## config.mk

```make
export PLATFORM = sky130hd
export DESIGN_NAME = vhf_serial_ctrl_flat
export DESIGN_NICKNAME = d
export VERILOG_FILES = /design/src/rtl/vhf_serial_ctrl_if.sv /design/src/rtl/vhf_serial_ctrl.sv /design/src/flat_wrapper.sv
export SDC_FILE = /design/constraint.sdc
export NUM_CORES = 1
export LEC_CHECK = 0
export BUFFER_PORTS_ARGS = -buffer_cell sky130_fd_sc_hd__buf_4
export CORE_ASPECT_RATIO = 1.1
export CORE_MARGIN = 5
export CORE_UTILIZATION = 59
export CTS_BUF_LIST = sky130_fd_sc_hd__clkbuf_8
export DETAILED_ROUTE_END_ITERATION = 6
export PLACE_DENSITY = 0.82
export SETUP_SLACK_MARGIN = 0.05
export SLEW_MARGIN = 10
export SYNTH_ARGS = -nofsm -noshare
export SYNTH_HDL_FRONTEND = slang
export SYNTH_SLANG_ARGS = --single-unit
```

## constraint.sdc

```tcl
create_clock -name clock -period 3.57 [get_ports clock]
set_clock_uncertainty 0.05 [all_clocks]
set_input_delay 0.357 -clock clock [delete_from_list [all_inputs] [get_ports clock]]
set_output_delay 0.357 -clock clock [all_outputs]
set_load 0.005 [all_outputs]
```

## src/rtl/vhf_serial_ctrl_if.sv

```systemverilog
// Bus bundle for the VHF front-end serial control stage: tuning inputs in,
// DATA/CLK/EN shift-register lines and status out.
interface vhf_serial_ctrl_if;
  logic [31:0] freq;
  logic        preamp;
  logic        ser_data;
  logic        ser_clk;
  logic        ser_en;
  logic        busy;
  logic [2:0]  band_code;

  modport master (
    output freq, preamp,
    input  ser_data, ser_clk, ser_en, busy, band_code
  );

  modport slave (
    input  freq, preamp,
    output ser_data, ser_clk, ser_en, busy, band_code
  );
endinterface

```

## src/rtl/vhf_serial_ctrl.sv

```systemverilog
// VHF front-end serial controller: decodes the tuned frequency into a filter
// band, waits for the control word to settle and shifts it out MSB-first.
module vhf_serial_ctrl #(
  parameter int CLK_DIV = 8,
  parameter int SETTLE  = 1024
) (
  input logic               clock,
  input logic               reset,
  vhf_serial_ctrl_if.slave  bus
);

  localparam int DIV_W = $clog2(CLK_DIV);
  localparam int CNT_W = $clog2(SETTLE + 1);
  localparam logic [DIV_W-1:0] DIV_LAST = DIV_W'(CLK_DIV - 1);
  localparam logic [CNT_W-1:0] SETTLE_C = CNT_W'(SETTLE);

  localparam logic [2:0] S_IDLE  = 3'd0;
  localparam logic [2:0] S_LOAD  = 3'd1;
  localparam logic [2:0] S_LO    = 3'd2;
  localparam logic [2:0] S_HI    = 3'd3;
  localparam logic [2:0] S_LATCH = 3'd4;

  function automatic logic [2:0] band_of(input logic [15:0] f);
    logic [2:0] code;
    if      (f <= 16'd458)  code = 3'd0;
    else if (f <= 16'd824)  code = 3'd1;
    else if (f <= 16'd1342) code = 3'd2;
    else if (f <= 16'd1647) code = 3'd3;
    else if (f <= 16'd2258) code = 3'd4;
    else if (f <= 16'd2655) code = 3'd5;
    else                    code = 3'd6;
    return code;
  endfunction

  // Filter select is one-hot at bit 7+code, except the top band which uses bit 14.
  function automatic logic [15:0] word_of(input logic [2:0] code, input logic pa);
    logic [15:0] w;
    w = '0;
    case (code)
      3'd1:    w[8]  = 1'b1;
      3'd2:    w[9]  = 1'b1;
      3'd3:    w[10] = 1'b1;
      3'd4:    w[11] = 1'b1;
      3'd5:    w[12] = 1'b1;
      3'd6:    w[14] = 1'b1;
      default: w[15:8] = '0;
    endcase
    w[7]   = (code != 3'd0);
    w[6:4] = code;
    w[3]   = pa && (code != 3'd0);
    return w;
  endfunction

  logic [2:0]       band_code_p0;
  logic [15:0]      word;
  logic [15:0]      word_prev;
  logic [CNT_W-1:0] settle_cnt;
  logic [15:0]      last_sent;
  logic [15:0]      shift;
  logic             pending;
  logic             req;

  logic [2:0]       state;
  logic [DIV_W-1:0] div;
  logic [3:0]       idx;
  logic             ser_data_r;
  logic             ser_clk_r;
  logic             ser_en_r;
  logic             busy_r;

  logic unused_freq_lsb;
  assign unused_freq_lsb = ^bus.freq[15:0];

  assign word = word_of(band_code_p0, bus.preamp);
  assign req  = (settle_cnt == SETTLE_C) && (word == word_prev) &&
                ((word != last_sent) || pending);

  // Band decode and settle tracking
  always_ff @(posedge clock or posedge reset) begin
    if (reset) begin
      band_code_p0 <= '0;
      word_prev    <= '0;
      settle_cnt   <= '0;
    end else begin
      band_code_p0 <= band_of(bus.freq[31:16]);
      word_prev    <= word;
      if (word != word_prev)
        settle_cnt <= '0;
      else if (settle_cnt != SETTLE_C)
        settle_cnt <= settle_cnt + 1'b1;
    end
  end

  // Word in flight is frozen here so input changes cannot disturb a transfer.
  always_ff @(posedge clock) begin
    if (state == S_IDLE && req) begin
      shift     <= word;
      last_sent <= word;
    end
  end

  // Serial transfer sequencer
  always_ff @(posedge clock or posedge reset) begin
    if (reset) begin
      state      <= S_IDLE;
      div        <= '0;
      idx        <= '0;
      pending    <= 1'b1;
      ser_data_r <= 1'b0;
      ser_clk_r  <= 1'b0;
      ser_en_r   <= 1'b0;
      busy_r     <= 1'b0;
    end else begin
      case (state)
        S_IDLE: begin
          ser_clk_r <= 1'b0;
          ser_en_r  <= 1'b0;
          if (req) begin
            state   <= S_LOAD;
            busy_r  <= 1'b1;
            pending <= 1'b0;
            idx     <= 4'd15;
          end
        end
        S_LOAD: begin
          state      <= S_LO;
          div        <= '0;
          ser_data_r <= shift[15];
        end
        S_LO: begin
          if (div == DIV_LAST) begin
            div       <= '0;
            state     <= S_HI;
            ser_clk_r <= 1'b1;
          end else begin
            div <= div + 1'b1;
          end
        end
        S_HI: begin
          if (div == DIV_LAST) begin
            div       <= '0;
            ser_clk_r <= 1'b0;
            if (idx == 4'd0) begin
              state      <= S_LATCH;
              ser_data_r <= 1'b0;
              ser_en_r   <= 1'b1;
            end else begin
              idx        <= idx - 4'd1;
              state      <= S_LO;
              ser_data_r <= shift[idx - 4'd1];
            end
          end else begin
            div <= div + 1'b1;
          end
        end
        S_LATCH: begin
          if (div == DIV_LAST) begin
            div      <= '0;
            ser_en_r <= 1'b0;
            busy_r   <= 1'b0;
            state    <= S_IDLE;
          end else begin
            div <= div + 1'b1;
          end
        end
        default: state <= S_IDLE;
      endcase
    end
  end

  assign bus.band_code = band_code_p0;
  assign bus.ser_data  = ser_data_r;
  assign bus.ser_clk   = ser_clk_r;
  assign bus.ser_en    = ser_en_r;
  assign bus.busy      = busy_r;

endmodule

```

## src/flat_wrapper.sv

```systemverilog
// flat-port wrapper written by rule: the top's interface ports become plain ports
module vhf_serial_ctrl_flat 
#(
  parameter int CLK_DIV = 8,
  parameter int SETTLE  = 1024
)
  (clock, reset, bus_freq, bus_preamp, bus_ser_data, bus_ser_clk, bus_ser_en, bus_busy, bus_band_code);
  vhf_serial_ctrl_if bus_i ();
  input logic clock;
  input logic reset;
  input wire logic [$bits(bus_i.freq)-1:0] bus_freq;
  input wire logic [$bits(bus_i.preamp)-1:0] bus_preamp;
  output wire logic [$bits(bus_i.ser_data)-1:0] bus_ser_data;
  output wire logic [$bits(bus_i.ser_clk)-1:0] bus_ser_clk;
  output wire logic [$bits(bus_i.ser_en)-1:0] bus_ser_en;
  output wire logic [$bits(bus_i.busy)-1:0] bus_busy;
  output wire logic [$bits(bus_i.band_code)-1:0] bus_band_code;
  assign bus_i.freq = bus_freq;
  assign bus_i.preamp = bus_preamp;
  assign bus_ser_data = bus_i.ser_data;
  assign bus_ser_clk = bus_i.ser_clk;
  assign bus_ser_en = bus_i.ser_en;
  assign bus_busy = bus_i.busy;
  assign bus_band_code = bus_i.band_code;
  vhf_serial_ctrl #(.CLK_DIV(CLK_DIV), .SETTLE(SETTLE)) u_core (.clock(clock), .reset(reset), .bus(bus_i));
endmodule
```

Word level (Yosys, flattened, before mapping)
Index checks and enable logic that the tools add are counted.

word-level totals
  bits in registers = 51
  bits in latches = 0
  memory bits (writable) = 0
  bits in read-only memories = 0
  input bits = 35
  memories kept = 0

operators by class
  add/subtract/negate cells = 3
  multiply operators = 0
  div/mod/pow operators = 0
  magnitude comparators = 7
  equal/unequal tests = 22
  shift operators = 0
  mux-type cells = 39
  bitwise operators = 0
  reductions and logical operators = 23

operators by type and width
  cell                                                                     number
  3-bit 2-to-1 mux                                                         11
  16-bit by 11-bit <= comparator with 1-bit output, second input constant  2
  16-bit by 12-bit <= comparator with 1-bit output, second input constant  2
  11-bit 2-to-1 mux                                                        2
  11-bit inequality test                                                   2
  16-bit by 10-bit <= comparator with 1-bit output, second input constant  1
  16-bit by 9-bit <= comparator with 1-bit output, second input constant   1
  3-bit == test, second input constant                                     5
  3-bit case mux with 5 select lines                                       1
  1-bit 2-to-1 mux                                                         14
  3-bit by 2-bit == test with 1-bit output, second input constant          4
  4-bit 2-to-1 mux                                                         3
  4-bit AND reduction                                                      3
  11-bit by 1-bit adder with 11-bit output, second input constant          1
  11-bit == test                                                           1
  11-bit == test, second input constant                                    1
  11-bit inequality test, second input constant                            1
  2-bit by 1-bit inequality test with 1-bit output, second input constant  5
  2-bit nonzero test                                                       5
  3-bit nonzero test                                                       3
  4-bit case mux with 2 select lines                                       1
  3-bit by 1-bit == test with 1-bit output, second input constant          2
  1-bit case mux with 3 select lines                                       2
  3-bit case mux with 2 select lines                                       1
  other kinds (14)                                                         20

Logic depth before layout (Yosys ltp)
Gate-level depths: netlist of the first run.

  depth after elaboration = 7
  mapped depth = 9

Least setup slack after synthesis of the first run
Ideal clock, no wire load.

  path kind = register -> register
  start = reg u_core.band_code_p0[2] (netlist: u_core.bus.band_code[2])
  end = reg u_core.last_sent[10], enable pin
  setup time = 0.339 ns
  arrival time = 2.478 ns
  data required time = 3.181 ns
  setup slack = 0.703 ns
  stages on the path, launching flop included = 8
  path buffers = 1
  period minus slack after synthesis = 2.867 ns
  path through = dfrtp_1 buf_6 xor2_1 a2111oi_1 o211ai_1 or4_4 or4b_4 inv_1

between the ends
  word-level cells in the longest chain between the ends = 6

RTL lines
  element                                                           line                                          RTL
  start: declaration                                                vhf_serial_ctrl.sv:54                         logic [2:0] band_code_p0;
  start signal: assignment                                          vhf_serial_ctrl.sv:85                         band_code_p0 <= band_of(bus.freq[31:16]);
  3-bit by 1-bit == test with 1-bit output (tied with other cells)  vhf_serial_ctrl.sv:39                         case (code)
  1-bit 2-to-1 mux / 1-bit logical AND (equally long branches)      vhf_serial_ctrl.sv:39, vhf_serial_ctrl.sv:50
  11-bit == test / 11-bit inequality test (equally long branches)   vhf_serial_ctrl.sv:75, vhf_serial_ctrl.sv:76
  1-bit logical AND / 1-bit logical OR (equally long branches)      vhf_serial_ctrl.sv:75, vhf_serial_ctrl.sv:76
  1-bit logical AND *                                               vhf_serial_ctrl.sv:75                         assign req = (settle_cnt == SETTLE_C) && (word == word_prev) &&
  1-bit logical AND *                                               vhf_serial_ctrl.sv:96                         if (state == S_IDLE && req) begin
  end signal: assignment                                            vhf_serial_ctrl.sv:98                         last_sent <= word;
  end: declaration                                                  vhf_serial_ctrl.sv:58                         logic [15:0] last_sent;

Mark *: on every way between the ends. The rest lies on a longest branch, timed or not.
A chain may end at the register's enable or synchronous reset.

Worst setup path after layout of the first run
  start = reg u_core.band_code_p0[0] (netlist: u_core.bus.band_code[0])
  end = reg u_core.last_sent[8], enable pin

The elaborated chain is that of the path after synthesis.

==> flow_summary.yaml, run 1 <==
grt:
  grt_pass1_vias: 2215
  antenna_found_initial: 0
  use_met1_pct: 23.00
  grt_max_degree: 41
  use_met2_pct: 31.58
  grt_util_met3_pct: 3.896
  grt_usage_pct: 18.45
  grt_pass1_wl_um: 9804
  busiest_layer: "met2"
  grt_overflow_total: 0
power:
  p_per_area_mw_per_mm2: 324.0
  p_seq_share_pct: 58.8
  leakage_nw: 1.325
  p_switching_mw: 0.2372
  pwr-share-clk_pct: 32.4
  p_int_mw: 0.7990
  combPwrFrac_pct: 8.8
  ir_drop_v: 0.0002244
  p_sw_share_pct: 22.89
drt:
  drtIter0Drc: 227
  first_pass_iters: 4
  vias: 2255
  drc: 0
  final_antenna_net_count: 0
  wire_per_inst_um: 14.25
  via_per_inst: 5.888
  routed_wl_um: 5458
clocking:
  cts_setup_buffers: 0
  clk_pin_slew_worst_paths_ns: 0.08
  htree_levels: 2
  clockBufferDepth: 2
  clkLatencyLatePin_ns: 0.30
  cts.hold.buffers_added: 0
  cts-root-buf: "clkbuf_8"
  cts_tree: "built"
  cts.repair.resized: 0
  cts_buffers: 5
  cts_sinks: 51
yosys:
  synthMuxAreaShare_pct: 3.293
  synthSimpleGateAreaFrac_pct: 21.45
  synth_seq_cells: 51
  ys_top_cells_by_count: "dfrtp_1 (39), nor2_1 (39), inv_1 (17), o21ai_0 (17)"
  synth-compound-area-share_pct: 16.55
  yosys.area.top_type: "dfrtp_1"
  avgSynthCellArea_sq_um: 9.468
  syn_inst: 305
  synth_edf_count: 11
  synthXorXnorAreaFrac_pct: 5.156
  async_flop_share_pct: 78.43
  ys_types: 56
  ys.flop_type: "dfrtp_1"
  synth_top_family_by_area: "simple AND/OR/NAND/NOR gates"
  yosysTopAreaCellShare_pct: 33.80
  ys_warn_count: 0
  synth_fp_nets: 345
  yosysSeqAreaShare_pct: 46.14
  synth_area_sq_mm: 0.002888
  synth_area_leaders: "dfrtp_1 (34%), edfxtp_1 (11%), nor2_1 (5.1%)"
  synthAdderAreaFrac_pct: 2.166
timing:
  fin_crit_ns: 3.306
  hold_violations: 0
  fin_ws_ns: 0.2638
  setup_violations: 0
  finalMaxSlewViolations: 0
  fin_setup_tns_ns: 0
  rsz0062_at_grt: "false"
  finalCritPeriodShare_pct: 92.61
  worstMarginPinSlew_ns: 0.6094
  relSlewSlack_pct: 59.22
  fmax_mhz: 302.5
floorplanning:
  ios: 42
  die_area_sq_mm: 0.006395
  die_width_um: 76.71
  die_h_um: 83.38
  core_sq_mm: 0.004684
  row_count: 26
  initial_utilization_pct: 61.65
worst_setup_path:
  cp.required_ns: 3.47
  start_kind: "flip-flop"
  worst-path-max-fanout: 12
  arrival_ns: 3.21
  cp-end-kind: "flip-flop"
  path_cells: "buf_4 > xor2_1 > a2111oi_1 > o211ai_1 > or4_4 > or4b_4 > inv_1"
  criticalPathCategory: "reg2reg"
  max_stage_delay_ns: 0.59
  crit_path_top_delay_cell: "or4b_4"
place:
  dp_slack_ns: 0.2434
  gp_routability_congestion: 0.8632
  dp_hpwl_um: 4025
  io_buffers: 25
worst_hold_path:
  hp-class: "in2async"
layout:
  n_antenna_cell: 0
  fin_nets: 366
  area_growth_pct: 10.75
  drive_gt1_share_pct: 13.76
run:
  maxCapViolCount: 0
outcome:
  status: "completed"
==> per-stage QoR <==
step	cells	power (mW)	instance area (sq um)	hold slack (ns)	utilization (%)
3_5_place_dp	375	0.7130	3103	0.4364	66.24
5_1_grt	383	1.092	3198	0.1630	68.27
3_3_place_gp	375	0.7099	3103	0.4353	66.24
6_report	383	1.036	3198	0.1201	68.27
2_1_floorplan	305	0.6762	2888	0.3359	-
4_1_cts	383	1.048	3198	0.1334	68.27
==> cell families (layout without fill, tap and decap cells) <==
family          count (synthesis)  count (layout)
mux                             7               7
xor+xnor                       17              17
compound gates                 72              72
simple gates                  119             119
fa+ha+maj                       5               5
buf+inv                        34              56
flops                          51              51
==> cell usage in the layout (no fill, tap or decap), types with 9 or more instances in the layout <==
master    Yosys  layout
nor2_1       39      39
dfrtp_1      39      39
buf_4         4      31
inv_1        17      18
o21ai_0      17      17
a21oi_1      16      16
nand2_1      16      16
nand3_1      12      12
xor2_1       12      12
edfxtp_1     11      11
nor2b_1      10      10
nor3_1        9       9
==> flip-flops by register name, indices dropped and copies added (netlist names) <==
name,count
u_core.last_sent,11
u_core.settle_cnt,11
u_core.word_prev,11
u_core.idx,4
u_core.bus.band_code,3
u_core.div,3
u_core.state,3
u_core.bus.busy,1
u_core.bus.ser_clk,1
u_core.bus.ser_data,1
u_core.bus.ser_en,1
u_core.pending,1
==> critical path, delay by kind of cell, from the launching register on <==
kind | cells | cell delay [ns]
flops | 1 | 0.52
compound gates | 2 | 0.52
xor+xnor | 1 | 0.16
buf+inv | 2 | 0.59
simple gates | 2 | 1.12
==> routing by layer <==
layer  up-vias  routed length (um)
li1       1133                   -
met1      1063                2344
met2        51                2783
met3         8                 265
met4         0                  65
met5         -                   0
==> worst paths after layout <==
| check | startpoint | to | slack, ns | cells past startpoint |
|---|---|---|---|---|
| max in group asynchronous | reset | u_core.pending | 3.00 | 3 |
| hold / removal | reset | u_core.settle_cnt[5] | 0.12 | 3 |
| setup reg to reg | u_core.bus.band_code[0] | u_core.last_sent[8] | 0.26 | 7 |
| min in group clock | bus_freq[27] | u_core.bus.band_code[1] | 0.31 | 3 |
| setup / recovery | u_core.bus.band_code[0] | u_core.last_sent[8] | 0.26 | 7 |
| hold reg to reg | u_core.bus.busy | u_core.bus.busy | 0.45 | 2 |
==> power by group through the flow <==
stage	Clock [mW]	Sequential [mW]	Combinational, mW
2_1_floorplan	0	0.618	0.0583
3_3_place_gp	0	0.620	0.0894
3_5_place_dp	0	0.621	0.0918
4_1_cts	0.346	0.609	0.0924
5_1_grt	0.376	0.611	0.105
6_report	0.335	0.609	0.0914
==> cell type report <==
class / instances / area (sq um)
Tap cell: 56 / 70.07
Inverter: 17 / 63.81
Multi-Input combinational cell: 220 / 1404
Sequential cell: 51 / 1333
Timing Repair Buffer: 31 / 232.7
Clock buffer: 6 / 82.58
Clock inverter: 2 / 12.51
Fill cell: 362 / 1486
(Power assumes the default switching activity.)
==> run 2: changes to the inputs <==
--- a/config.mk
+++ b/config.mk
@@ -8,10 +8,10 @@
 export BUFFER_PORTS_ARGS = -buffer_cell sky130_fd_sc_hd__buf_4
 export CORE_ASPECT_RATIO = 1.1
 export CORE_MARGIN = 5
-export CORE_UTILIZATION = 59
-export CTS_BUF_LIST = sky130_fd_sc_hd__clkbuf_8
+export CORE_UTILIZATION = 57
+export CTS_BUF_LIST = sky130_fd_sc_hd__clkbuf_8 sky130_fd_sc_hd__clkbuf_16
 export DETAILED_ROUTE_END_ITERATION = 6
-export PLACE_DENSITY = 0.82
+export PLACE_DENSITY = 0.8
 export SETUP_SLACK_MARGIN = 0.05
 export SLEW_MARGIN = 10
 export SYNTH_ARGS = -nofsm -noshare
==> run 2 against run 1 <==
Largest cell class unchanged. Highest routed layer unchanged. Sequential share of layout area increased by 0.16 points. First-iteration DRC count decreased by 18%. Core utilization decreased by 4.1 points.
==> flow_summary.yaml, run 2 (synthesis gave the netlist of run 1 again) <==
outcome:
  status: "completed"
grt:
  grt_usage_pct: 18.23
  antenna_found_initial: 0
  grt_overflow_total: 0
  grt_max_degree: 41
  grt_pass1_vias: 2255
  grt_pass1_wl_um: 10010
power:
  p_switching_mw: 0.2424
  p_seq_share_pct: 59.6
  p_sw_share_pct: 23.70
  p_int_mw: 0.7803
  p_per_area_mw_per_mm2: 321.0
  pwr-share-clk_pct: 31.5
  leakage_nw: 1.315
  ir_drop_v: 0.0002165
  combPwrFrac_pct: 8.9
layout:
  top_regs: "u_core.last_sent: 11 flops, u_core.settle_cnt: 11 flops, u_core.word_prev: 11 flops"
  mostFrequentLayoutCells: "nor2_1 (39), dfrtp_1 (39), buf_4 (30)"
  post-route-util_pct: 64.15
  drive_gt1_share_pct: 13.80
  postLayoutCellArea_sq_mm: 0.003186
  num-fill-cells: 423
  n_antenna_cell: 0
  fin_nets: 365
  area_growth_pct: 10.31
clocking:
  cts.repair.resized: 0
  cts_buffers: 5
  clockBufferDepth: 2
  clk_pin_slew_worst_paths_ns: 0.10
  htree_levels: 2
  cts_setup_buffers: 0
  cts.hold.buffers_added: 0
  clkLatencyLatePin_ns: 0.30
  cts_tree: "built"
  cts-root-buf: "clkbuf_8"
  cts_sinks: 51
floorplanning:
  ios: 42
  die_width_um: 77.87
  die_area_sq_mm: 0.006591
  row_count: 27
  core_sq_mm: 0.004966
  initial_utilization_pct: 58.15
  die_h_um: 84.65
drt:
  drtIter0Drc: 186
  final_antenna_net_count: 0
  wire_per_inst_um: 14.58
  routed_wl_um: 5600
  first_pass_iters: 4
  vias: 2276
  drc: 0
  via_per_inst: 5.927
worst_setup_path:
  max_stage_delay_ns: 0.59
  start_kind: "flip-flop"
  path_cells: "buf_4 > nor2b_1 > mux2i_1 > o31a_1 > or4_4 > or4b_4 > inv_1 > buf_4"
  r2r_slack_ns: 0.35
  cp.required_ns: 3.52
  worst-path-max-fanout: 12
  crit_top_cell: "buf_4"
  cp-end-kind: "flip-flop"
  arrival_ns: 3.18
  criticalPathCategory: "reg2reg"
  crit_path_top_delay_cell: "or4b_4"
timing:
  finalCritPeriodShare_pct: 90.30
  worstMarginPinSlew_ns: 0.6447
  fmax_mhz: 310.2
  setup_violations: 0
  relSlewSlack_pct: 56.86
  finalMaxSlewViolations: 0
  fin_crit_ns: 3.224
  rsz0062_at_grt: "false"
  hold_ws_ns: 0.1315
  hold_violations: 0
  fin_setup_tns_ns: 0
place:
  place_area_sq_mm: 0.003098
  io_buffers: 25
  gp_routability_congestion: 0.8402
  dp_hpwl_um: 4060
run:
  maxCapViolCount: 0
worst_hold_path:
  hp-class: "in2async"
[run 2: changes by cell type in the layout (fill, tap and decap cells not counted)]
| cell | change |
|---|---|
| buf_4 | -1 |
| clkbuf_8 | -1 |
| clkinv_2 | +2 |
| clkinv_4 | -1 |
| inv_1 | -1 |
| inv_6 | +1 |
[run 2: layout make-up]
cell class	instances	area (sq um)	share of cell area, %
well taps	58	72.57	2.278
clock buffers	5	68.82	2.160
repair buffers	30	225.2	7.070
inverters	17	63.81	2.003
flip-flops and latches	51	1333	41.83
clock inverters	3	18.77	0.5892
multi-input cells	220	1404	44.07
[run 2: power groups by stage]
stage / combinational [mW] / clock, mW / sequential (mW)
3_5_place_dp: 0.0912 / 0 / 0.621
2_1_floorplan: 0.0583 / 0 / 0.618
3_3_place_gp: 0.0891 / 0 / 0.620
6_report: 0.0908 / 0.322 / 0.609
4_1_cts: 0.0916 / 0.331 / 0.609
5_1_grt: 0.105 / 0.360 / 0.611
[run 2: per-stage QoR]
stage / instances / setup slack (ns) / power [mW]
detailed placement: 376 / 0.3969 / 0.7123
floorplan: 305 / 0.7028 / 0.6762
global placement: 376 / 0.4325 / 0.7094
finish: 384 / 0.3464 / 1.023
global route: 384 / 0.1352 / 1.076
CTS: 384 / 0.3295 / 1.032
[run 2: final timing paths]
kind | start | endpoint | cells after the start
max | u_core.bus.band_code[1] | u_core.last_sent[3] | 8
min | reset | u_core.div[2] | 3
max reg2reg | u_core.bus.band_code[1] | u_core.last_sent[3] | 8
min reg2reg | u_core.bus.busy | u_core.bus.busy | 2
max in group asynchronous | reset | u_core.word_prev[9] | 3
min in group clock | bus_freq[27] | u_core.bus.band_code[1] | 3
[run 2: critical path, delay by kind of cell, from the launching register on]
family                 cells  cell delay, ns
AND/OR/NAND/NOR            3            1.40
multiplexers               1            0.12
AO/OA/AOI/OAI              1            0.28
buffers and inverters      3            0.50
flip-flops                 1            0.56
[run 2: routing by layer]
metal | GRT usage [%] | vias to the layer above | wire length (um)
met5 | 0 | - | 0
met2 | 30.52 | 40 | 2754
met4 | 6.250 | 0 | 102
met1 | 23.96 | 1095 | 2554
li1 | - | 1133 | -
met3 | 2.790 | 8 | 189
==> run 3: changes to the inputs <==
--- a/config.mk
+++ b/config.mk
@@ -11,9 +11,11 @@
 export CORE_UTILIZATION = 57
 export CTS_BUF_LIST = sky130_fd_sc_hd__clkbuf_8 sky130_fd_sc_hd__clkbuf_16
 export DETAILED_ROUTE_END_ITERATION = 6
+export MAX_ROUTING_LAYER = met4
 export PLACE_DENSITY = 0.8
 export SETUP_SLACK_MARGIN = 0.05
 export SLEW_MARGIN = 10
 export SYNTH_ARGS = -nofsm -noshare
 export SYNTH_HDL_FRONTEND = slang
 export SYNTH_SLANG_ARGS = --single-unit
+export TNS_END_PERCENT = 50
==> run 3 against run 2 <==
Count of clock-buffer cells in the layout stayed put. Power is 0.13% lower. Critical path depth stayed put. First-iteration DRC count is 5.4% lower. Maximum frequency hardly changed. Critical path type unchanged. Critical endpoint unchanged. Largest cell class unchanged.
==> flow_summary.yaml, run 3 (synthesis gave the netlist of run 1 again) <==
place:
  dp_hpwl_um: 4060
  gp_routability_congestion: 0.8533
  place_inst: 376
  io_buffers: 25
  dp_slack_ns: 0.3969
power:
  p_per_area_mw_per_mm2: 320.6
  p_seq_share_pct: 59.7
  pwr-share-clk_pct: 31.5
  p_sw_share_pct: 23.61
  leakage_nw: 1.315
  p_switching_mw: 0.2411
  ir_drop_v: 0.0002157
  combPwrFrac_pct: 8.9
  p_int_mw: 0.7802
worst_setup_path:
  r2r-end: "u_core.last_sent[3]"
  start_kind: "flip-flop"
  r2r_cells: 8
  arrival_ns: 3.17
  worst-path-max-fanout: 12
  criticalPathCategory: "reg2reg"
  cp-end-kind: "flip-flop"
  timing.rr.start: "u_core.bus.band_code[1]"
  cp.required_ns: 3.52
  r2r_slack_ns: 0.35
clocking:
  clkLatencyLatePin_ns: 0.30
  cts_setup_buffers: 0
  cts_sinks: 51
  clk_pin_slew_worst_paths_ns: 0.10
  clockBufferDepth: 2
  cts.repair.resized: 0
  cts-root-buf: "clkbuf_8"
  cts.hold.buffers_added: 0
  cts_tree: "built"
  htree_levels: 2
  cts_buffers: 5
timing:
  finalMaxSlewViolations: 0
  setup_violations: 0
  fmax_mhz: 310.4
  fin_setup_tns_ns: 0
  finalCritPeriodShare_pct: 90.26
  hold_ws_ns: 0.1252
  fin_crit_ns: 3.222
  relSlewSlack_pct: 57.30
  fin_ws_ns: 0.3479
  worstMarginPinSlew_ns: 0.6381
  rsz0062_at_grt: "false"
  hold_violations: 0
drt:
  via_per_inst: 5.930
  vias: 2277
  drtIter0Drc: 176
  wire_per_inst_um: 14.41
  first_pass_iters: 4
  routed_wl_um: 5535
  drc: 0
  final_antenna_net_count: 0
layout:
  mostFrequentLayoutCells: "nor2_1 (39), dfrtp_1 (39), buf_4 (30)"
  drive_gt1_share_pct: 13.80
  finalNonFillerCells: 384
  regArea_sq_mm: 0.001333
  n_antenna_cell: 0
  top_regs: "u_core.last_sent: 11 flops, u_core.settle_cnt: 11 flops, u_core.word_prev: 11 flops"
  num-fill-cells: 423
  area_growth_pct: 10.31
  fin_nets: 365
  multi_input_area_sq_mm: 0.001404
grt:
  grt_pass1_vias: 2262
  grt_max_degree: 41
  antenna_found_initial: 0
  grt_pass1_wl_um: 9984
  grt_overflow_total: 0
  grt_usage_pct: 18.73
floorplanning:
  die_area_sq_mm: 0.006591
  die_h_um: 84.65
  ios: 42
  die_width_um: 77.87
  core_sq_mm: 0.004966
  row_count: 27
  initial_utilization_pct: 58.15
worst_hold_path:
  hp-class: "in2async"
outcome:
  status: "completed"
run:
  maxCapViolCount: 0
-- run 3: layout make-up --
class | instances | area share, %
inverters | 17 | 2.003
flip-flops and latches | 51 | 41.83
well taps | 58 | 2.278
repair buffers | 30 | 7.070
clock inverters | 3 | 0.5892
multi-input cells | 220 | 44.07
clock buffers | 5 | 2.160
-- run 3: routing by layer --
| metal | track usage [%] | wire length [um] | vias to the layer above |
|---|---|---|---|
| li1 | - | - | 1131 |
| met1 | 23.82 | 2497 | 1089 |
| met2 | 30.45 | 2727 | 45 |
| met3 | 2.790 | 168 | 12 |
| met4 | 6.406 | 142 | 0 |
| met5 | - | 0 | - |
-- run 3: worst max-delay path by stage --
stage | start | end | slack [ns] | cells after the start
global route | u_core.bus.band_code[2] | u_core.last_sent[8] | 0.14 | 7
CTS | u_core.bus.band_code[1] | u_core.last_sent[12] | 0.33 | 8
global placement | u_core.bus.band_code[2] | u_core.last_sent[11] | 0.43 | 8
finish | u_core.bus.band_code[1] | u_core.last_sent[3] | 0.35 | 8
floorplan | u_core.bus.band_code[2] | u_core.last_sent[10] | 0.70 | 7
detailed placement | u_core.bus.band_code[1] | u_core.last_sent[11] | 0.40 | 8
-- run 3: metrics by stage --
stage	power [mW]	util, %	instance area (sq um)
final	1.021	64.15	3186
after global routing	1.076	64.15	3186
after CTS	1.032	64.15	3186
after detailed placement	0.7123	62.38	3098
after global placement	0.7094	62.38	3098
after floorplan	0.6762	-	2888
-- run 3: worst max-delay path: stages, from the launching register on --
cell,delay (ns)
dfrtp_1,0.57
buf_4,0.25
nor2b_1,0.24
mux2i_1,0.12
o31a_1,0.28
or4_4,0.58
or4b_4,0.59
inv_1,0.07
buf_4,0.19
-- run 3: power by group through the flow --
stage | sequential (mW) | clock [mW] | combinational [mW]
CTS | 0.609 | 0.331 | 0.0916
global placement | 0.620 | 0 | 0.0891
finish | 0.609 | 0.322 | 0.0904
detailed placement | 0.621 | 0 | 0.0912
floorplan | 0.618 | 0 | 0.0583
global route | 0.611 | 0.360 | 0.105
